<file path="config.mk">
export PLATFORM = sky130hd
export DESIGN_NAME = dec_scan_ctrl
export DESIGN_NICKNAME = d
export VERILOG_FILES = /design/src/rtl/dec_scan_ctrl_pkg.sv /design/src/rtl/dec_scan_ctrl_scan_prescaler.sv /design/src/rtl/dec_scan_ctrl.sv
export SDC_FILE = /design/constraint.sdc
export NUM_CORES = 1
export LEC_CHECK = 0
export BUFFER_PORTS_ARGS = -buffer_cell sky130_fd_sc_hd__buf_2
export CORE_MARGIN = 1.5
export CORE_UTILIZATION = 35
export CTS_CLUSTER_SIZE = 25
export DETAILED_ROUTE_END_ITERATION = 16
export SLEW_MARGIN = 20
export SYNTH_ARGS = -nofsm -noshare
export SYNTH_HDL_FRONTEND = slang
export SYNTH_SLANG_ARGS = --single-unit
</file>
<file path="constraint.sdc">
create_clock -name clk -period 2.55 [get_ports clk]
set_input_delay 0.255 -clock clk [delete_from_list [all_inputs] [get_ports clk]]
set_output_delay 0.255 -clock clk [all_outputs]
set_load 0.01 [all_outputs]
</file>
<file path="src/rtl/dec_scan_ctrl_pkg.sv">
// Shared types and widths for the decoder scan controller.
package dec_scan_ctrl_pkg;

    localparam int unsigned SLOT_W  = 2;
    localparam int unsigned BLANK_W = 8;

    typedef enum logic [1:0] {
        S_IDLE  = 2'd0,
        S_BLANK = 2'd1,
        S_DRIVE = 2'd2
    } state_e;

    typedef logic [SLOT_W-1:0] slot_t;

endpackage

</file>
<file path="src/rtl/dec_scan_ctrl_scan_prescaler.sv">
// Dwell prescaler: clearable up-counter with advance enable and terminal-count flag.
module scan_prescaler #(
    parameter int unsigned DIV_WIDTH = 16,
    parameter int unsigned DIV_MAX   = 49999
) (
    input  logic clk,
    input  logic clr_i,
    input  logic adv_i,
    output logic tc_o
);

    localparam logic [DIV_WIDTH-1:0] MAX_C = DIV_WIDTH'(DIV_MAX);

    logic [DIV_WIDTH-1:0] cnt_q, cnt_d;

    always_comb begin
        cnt_d = cnt_q;
        if (clr_i)
            cnt_d = '0;
        else if (adv_i)
            cnt_d = cnt_q + 1'b1;
    end

    always_ff @(posedge clk) begin
        cnt_q <= cnt_d;
    end

    assign tc_o = (cnt_q == MAX_C);

endmodule

</file>
<file path="src/rtl/dec_scan_ctrl.sv">
// Scans a 2-to-4 decoder through slots 0..3 with per-slot blanking and E masking.
module dec_scan_ctrl
    import dec_scan_ctrl_pkg::*;
#(
    parameter int unsigned DIV_WIDTH    = 16,
    parameter int unsigned DIV_MAX      = 49999,
    parameter int unsigned BLANK_CYCLES = 2
) (
    input  logic       clk,
    input  logic       rst,
    input  logic       en,
    input  logic       hold,
    input  logic [3:0] mask,
    output logic       A,
    output logic       B,
    output logic       E,
    output logic       frame_done
);

    localparam logic [BLANK_W-1:0] BLANK_LAST =
        BLANK_W'((BLANK_CYCLES == 0) ? 0 : BLANK_CYCLES - 1);
    localparam state_e ENTRY_S = (BLANK_CYCLES == 0) ? S_DRIVE : S_BLANK;

    state_e               state_q, state_d;
    slot_t                slot_q, slot_d;
    logic [BLANK_W-1:0]   blank_q, blank_d;
    logic                 a_q, b_q, e_q, fd_q;
    logic                 e_d, fd_d;
    logic                 tc, step, presc_clr;

    scan_prescaler #(
        .DIV_WIDTH (DIV_WIDTH),
        .DIV_MAX   (DIV_MAX)
    ) u_presc (
        .clk   (clk),
        .clr_i (presc_clr),
        .adv_i (~hold),
        .tc_o  (tc)
    );

    always_comb begin
        state_d = state_q;
        slot_d  = slot_q;
        blank_d = blank_q;
        fd_d    = 1'b0;
        step    = (state_q == S_DRIVE) && tc && !hold;
        if (!en) begin
            state_d = S_IDLE;
            slot_d  = '0;
            blank_d = '0;
        end else begin
            case (state_q)
                S_IDLE: begin
                    state_d = ENTRY_S;
                    slot_d  = '0;
                    blank_d = '0;
                end
                S_BLANK: begin
                    if (blank_q == BLANK_LAST) begin
                        state_d = S_DRIVE;
                        blank_d = '0;
                    end else begin
                        blank_d = blank_q + 1'b1;
                    end
                end
                S_DRIVE: begin
                    if (step) begin
                        slot_d  = slot_q + 1'b1;
                        state_d = ENTRY_S;
                        blank_d = '0;
                        fd_d    = (slot_q == '1);
                    end
                end
                default: begin
                    state_d = S_IDLE;
                    slot_d  = '0;
                    blank_d = '0;
                end
            endcase
        end
        // Outputs are registered from next-state so E and {A,B} move on the same edge.
        e_d       = (state_d == S_DRIVE) && mask[slot_d];
        presc_clr = rst || (state_q != S_DRIVE) || (state_d != S_DRIVE) || step;
    end

    always_ff @(posedge clk) begin
        if (rst) begin
            state_q <= S_IDLE;
            slot_q  <= '0;
            blank_q <= '0;
            a_q     <= 1'b0;
            b_q     <= 1'b0;
            e_q     <= 1'b0;
            fd_q    <= 1'b0;
        end else begin
            state_q <= state_d;
            slot_q  <= slot_d;
            blank_q <= blank_d;
            a_q     <= slot_d[1];
            b_q     <= slot_d[0];
            e_q     <= e_d;
            fd_q    <= fd_d;
        end
    end

    assign A          = a_q;
    assign B          = b_q;
    assign E          = e_q;
    assign frame_done = fd_q;

endmodule

</file>
# [Word-level counts from Yosys, hierarchy flattened]
# Index checks and enable logic that the tools add are counted.
[totals] input_bits=8 reg_bits=32 out_inout_bits=4 elab_cells=46
[op_classes] mux=12 n_reduce_logical=10 eq_ne=9 order_cmp=1 n_bitwise=3 n_addsub=3
[op_table] cell="$add A16 B1 Y16 const B" n=1
[op_table] cell="$eq A16 B16 Y1 const B" n=1
[op_table] cell="$mux W8" n=2
[op_table] cell="$pmux W8 S2" n=1
[op_table] cell="$mux W2" n=5
[op_table] cell="$add A8 B1 Y8 const B" n=1
[op_table] cell="$eq A8 B1 Y1 const B" n=1
[op_table] cell="$eq A2 B2 Y1 const B" n=3
[op_table] cell="$ne A2 B2 Y1 const B" n=3
[op_table] cell="$pmux W2 S3" n=1
[op_table] cell="$pmux W2 S2" n=1
[op_table] cell="$reduce_or A4 Y1" n=1
[op_table] cell="$logic_and A1 B1 Y1" n=3
[op_table] cell="$logic_or A1 B1 Y1" n=3
[op_table] cell="$lt A2 B3 Y1 const B" n=1
[op_table] cell="$not A1 Y1" n=3
[op_table] cell="$add A2 B1 Y2 const B" n=1
[op_table] cell="$bmux W1 S2" n=1
[op_table] cell="$eq A2 B1 Y1 const B" n=1
[op_table] cell="$logic_not A2 Y1" n=1
[op_table] cell="$reduce_or A2 Y1" n=1
[op_table] cell="$logic_not A1 Y1" n=1
[op_table] cell="$mux W1" n=1

# [Logic depth before layout (Yosys ltp)]
[depth] depth_word=9 ltp_mapped=9 ltp_nobuf=8

# [Cells and area by module]
# From an unflattened synthesis, not the netlist that was laid out.
[hier_totals] hier_cells=174 area_unflattened_um2=1599.0
[modules_own_cells] mod="scan_prescaler" cells_each=89 n_inst=1 area_per_inst_um2=802.0
[modules_own_cells] mod="dec_scan_ctrl" cells_each=85 n_inst=1 area_per_inst_um2=797.0

# [Worst setup path before layout]
# OpenSTA, ideal clock, no wires.
[synth_timing] path_kind="register -> register" startpoint="register blank_q[0]" endpoint="register u_presc.cnt_q[10]" slack_ns=0.515 path_stages_with_launch=9 synth_period_minus_slack_ns=2.035 n_path_buf=1 arrival_ns=1.971 path_cell_list="dfxtp_1 > ha_1 > or4b_1 > nor4_2 > a21oi_1 > nor4_4 > nand4_2 > buf_2 > nor2_1"
[synth_between] elab_chain_len=7
[synth_lines] item="start, declared" line_no="dec_scan_ctrl.sv:26" rtl="logic [BLANK_W-1:0] blank_q, blank_d;"
[synth_lines] item="start signal, assigned" line_no="dec_scan_ctrl.sv:98" rtl="blank_q <= blank_d;"
[synth_lines] item="$eq A8 B1 Y1" line_no="dec_scan_ctrl.sv:59" rtl="if (blank_q == BLANK_LAST) begin"
[synth_lines] item="$mux W2" line_no="dec_scan_ctrl.sv:59"
[synth_lines] item="$pmux W2 S3" line_no="dec_scan_ctrl.sv:52" rtl="case (state_q)"
[synth_lines] item="$mux W2" line_no="dec_scan_ctrl.sv:47" rtl="if (!en) begin"
[synth_lines] item="$ne A2 B2 Y1" line_no="dec_scan_ctrl.sv:83" rtl="presc_clr = rst || (state_q != S_DRIVE) || (state_d != S_DRIVE) || step;"
[synth_lines] item="$logic_or A1 B1 Y1 (2 in series)" line_no="dec_scan_ctrl.sv:83"
[synth_lines] item="end signal, assigned" line_no="dec_scan_ctrl_scan_prescaler.sv:25" rtl="cnt_q <= cnt_d;"
[synth_lines] item="end, declared" line_no="dec_scan_ctrl_scan_prescaler.sv:14" rtl="logic [DIV_WIDTH-1:0] cnt_q, cnt_d;"
# No other way between the ends.
# A chain may end at the register's enable or synchronous reset.

# [Worst setup path after layout]
[layout_timing] startpoint="register blank_q[0]" endpoint="register u_presc.cnt_q[1]"
# Same word-level chain as after synthesis.

==> run metrics <==
sequential area share after synthesis=approximately two fifths; gp weighted congestion=around 0.72; switching pwr=176.7 µW; worst slew pin tran=between 0.5 and 0.6 ns; status=finished, final reports clean; dominant synthesized flop cell=dfxtp_1; TritonCTS Buffers=5; ratio of final minimum period to clock period=87.23%; Num Clock Sinks=30; Syn Area/Cell=about 9.5 µm²; multi-input logic area=885.9 µm²; hpwl dp=~2200 µm; sequential cell area=between 600 and 700 µm²; worst path bufs/invs=0; Post-synth EDFFs=0; Die H=68.77 µm; core footprint=between 4000 and 5000 µm²; worst endpoint data arrival time=between 2 and 2.5 ns; Pint=between 600 and 700 µW; final count of hold timing violations=0; nets@finish=around 190; die area=4729 µm²; maximum vdd drop=about 0.27 mV; 1st-iter DRT viols=30; worst-case reg-to-reg path depth=7; Hold Crit Start=rst; CP Capture Type=register; final wirelength=approximately 2900 µm; DRC=0; Post-Syn Area=about 1500 µm²; Sw Share=20.42%; critical-path cell list=ha_1, or4b_1, nor4_2, a21oi_1, nor4_4, nand4_4, nor2_1; FP Rows=23; RSZ-0062 raised after global routing=false; final core utilization=41.92%; Worst setup SP type=register; CP max stage delay=about 0.45 ns; MaxCap Viol Count=0; GR Overflow Total=0; sequential fraction of design power=a little over half; GRT Overall Usage=between 10% and 20%; ys async rst share=0%; first-pass GRT wire length=approximately 5000 µm; worst r2r src=blank_q[0]; maximum root-to-sink buffer count=2; DR vias/cell=roughly 5; ANT cells=0; Logic pwr share=about 3.1%; Tot Pwr=between 800 and 900 µW; Fin Setup TNS=0 ns; reg2reg setup slack=roughly 0.33 ns; initial antenna violation count=0; largest net degree at the start of global routing=17; syn nets=approximately 180; max_slew headroom=66.39%; die width=68.77 µm; most frequent cells in the layout=nor2_1 (31), dfxtp_1 (30), xor2_1 (15); Fillers=~400; vias after detailed routing=between 1000 and 1500; Slowest cell on crit path=or4b_1; CTS tree=done; delay-heaviest family, CP=simple AND/OR/NAND/NOR gates; Synth Instances=160; Clock power frac=a little over two fifths; Initial DRT Pass Iterations=4; Clk Latency, worst-skew pair=between 0.2 and 0.3 ns; hold_ws=between 0.2 and 0.25 ns; clk_skew=between 0.002 and 0.0025 ns; P per Cell Area=between 500 and 600 nW/µm²; postcts setup bufs=0; Port-buffer cells=11; CP Class=register to register; RR Endpoint=u_presc.cnt_q[1]; CP max FO=16; commonest non-fill, non-tap cell in the layout=nor2_1; Starting Density=between 30% and 40%; worst hold path endpoint=slot_q[0]; Final Slew Violations=0; CTS root buf=clkbuf_8; share of cells above drive strength 1=between 15 and 20%; mean routed wirelength per cell=roughly 13 µm; leakage=0.0006247 µW; Max H-tree Level=2; vias in the first global route=1206; area grow syn2layout=13.14%; Hold Path Depth=2; Hold WC Path Type=input pin to register; unique cell type count in the Yosys netlist=37; Ys Warns=0; DRT antenna net count=0; CTS clk-pin slew, worst paths=0.06 ns; Setup violations, final=0; io pins=12; Final Critical Period=between 2 and 2.5 ns; synthesis-stage register bit count=30; Critical Path RT=between 2 and 3 ns; fmax=between 400 and 500 MHz
metal layers:
layer  GRT usage (%)  vias up  share of wire (%)
met5               0        -                  0
met2           27.88        6                 53
met4           5.147        0                1.2
met3           3.896        5                2.3
met1           14.29      544                 44
li1                -      586                  -
per-stage QoR:
stage	cells	worst slack (ns)	instance area [µm²]
6_report	225	0.3257	1713
3_5_place_dp	219	0.1677	1622
4_1_cts	225	0.1519	1704
2_1_floorplan	160	0.5150	1514
3_3_place_gp	219	0.3237	1622
5_1_grt	225	0.09243	1713
power by group through the flow:
stage | registers, µW | clock network (µW) | logic (µW)
floorplan | 482 | 0 | 14.7
global placement | 482 | 0 | 24.8
detailed placement | 482 | 0 | 26.1
CTS | 472 | 378 | 26.2
global route | 472 | 396 | 29.7
finish | 472 | 367 | 26.6
cell usage after synthesis (all sizes together) (2+ instances only):
cell / instances / area share, %
buf: 2 / 0.66
xnor2: 7 / 4.0
or4b: 3 / 2.5
and2: 3 / 1.2
a211oi: 4 / 2.6
dfxtp: 30 / 40
nor2: 31 / 7.7
nor4: 3 / 3.6
inv: 7 / 1.7
nand3: 5 / 1.7
o21ai: 2 / 0.91
nand2: 7 / 1.7
xor2: 15 / 8.7
nor2b: 4 / 1.7
mux2i: 2 / 1.3
nand4b: 2 / 1.2
ha: 8 / 6.6
nand4: 9 / 4.1
and3: 3 / 1.2
registers in the layout, summed over array words and instances, names as in the netlist:
register       cells
u_presc.cnt_q     16
blank_q            8
slot_q             2
state_q            2
E                  1
frame_done         1
cell families (layout without fill, tap and decap cells):
kind of cell | count (synthesis) | in the layout | synth area share, %
AOI/OAI and AO/OA | 13 | 13 | 7.520
xor gates and xnor gates | 22 | 22 | 12.73
adders and majority gates | 8 | 8 | 6.612
buffers and inverters | 9 | 24 | 2.397
DFF | 30 | 30 | 39.67
muxes | 2 | 2 | 1.322
and+or+nand+nor | 76 | 76 | 29.75
cell type report:
cell class                 instances  share of cell area, %
inverter                           7                  1.534
sequential                        30                  35.06
clock buffer                       6                  4.821
timing repair buffer              11                  3.214
tap                               50                  3.652
multi-input combinational        121                  51.72
timing repair:
action,in CTS,in global routing
endpoints found under the setup margin,0,16
hold buffers,0,0
resized for setup,0,1
worst reg2reg max path: stages (launching register included):
cell	delay (ns)
dfxtp_1	0.43
ha_1	0.18
or4b_1	0.45
nor4_2	0.20
a21oi_1	0.15
nor4_4	0.26
nand4_4	0.28
nor2_1	0.21
worst max path at each step:
| stage | start | to | slack, ns | cells past startpoint |
|---|---|---|---|---|
| floorplan | blank_q[0] | u_presc.cnt_q[10] | 0.51 | 8 |
| global placement | blank_q[0] | u_presc.cnt_q[0] | 0.32 | 7 |
| detailed placement | blank_q[0] | u_presc.cnt_q[1] | 0.17 | 7 |
| CTS | blank_q[0] | u_presc.cnt_q[1] | 0.15 | 7 |
| global route | blank_q[0] | u_presc.cnt_q[1] | 0.09 | 7 |
| finish | blank_q[0] | u_presc.cnt_q[1] | 0.33 | 7 |
No activity file was read; power rests on OpenSTA's default activity.
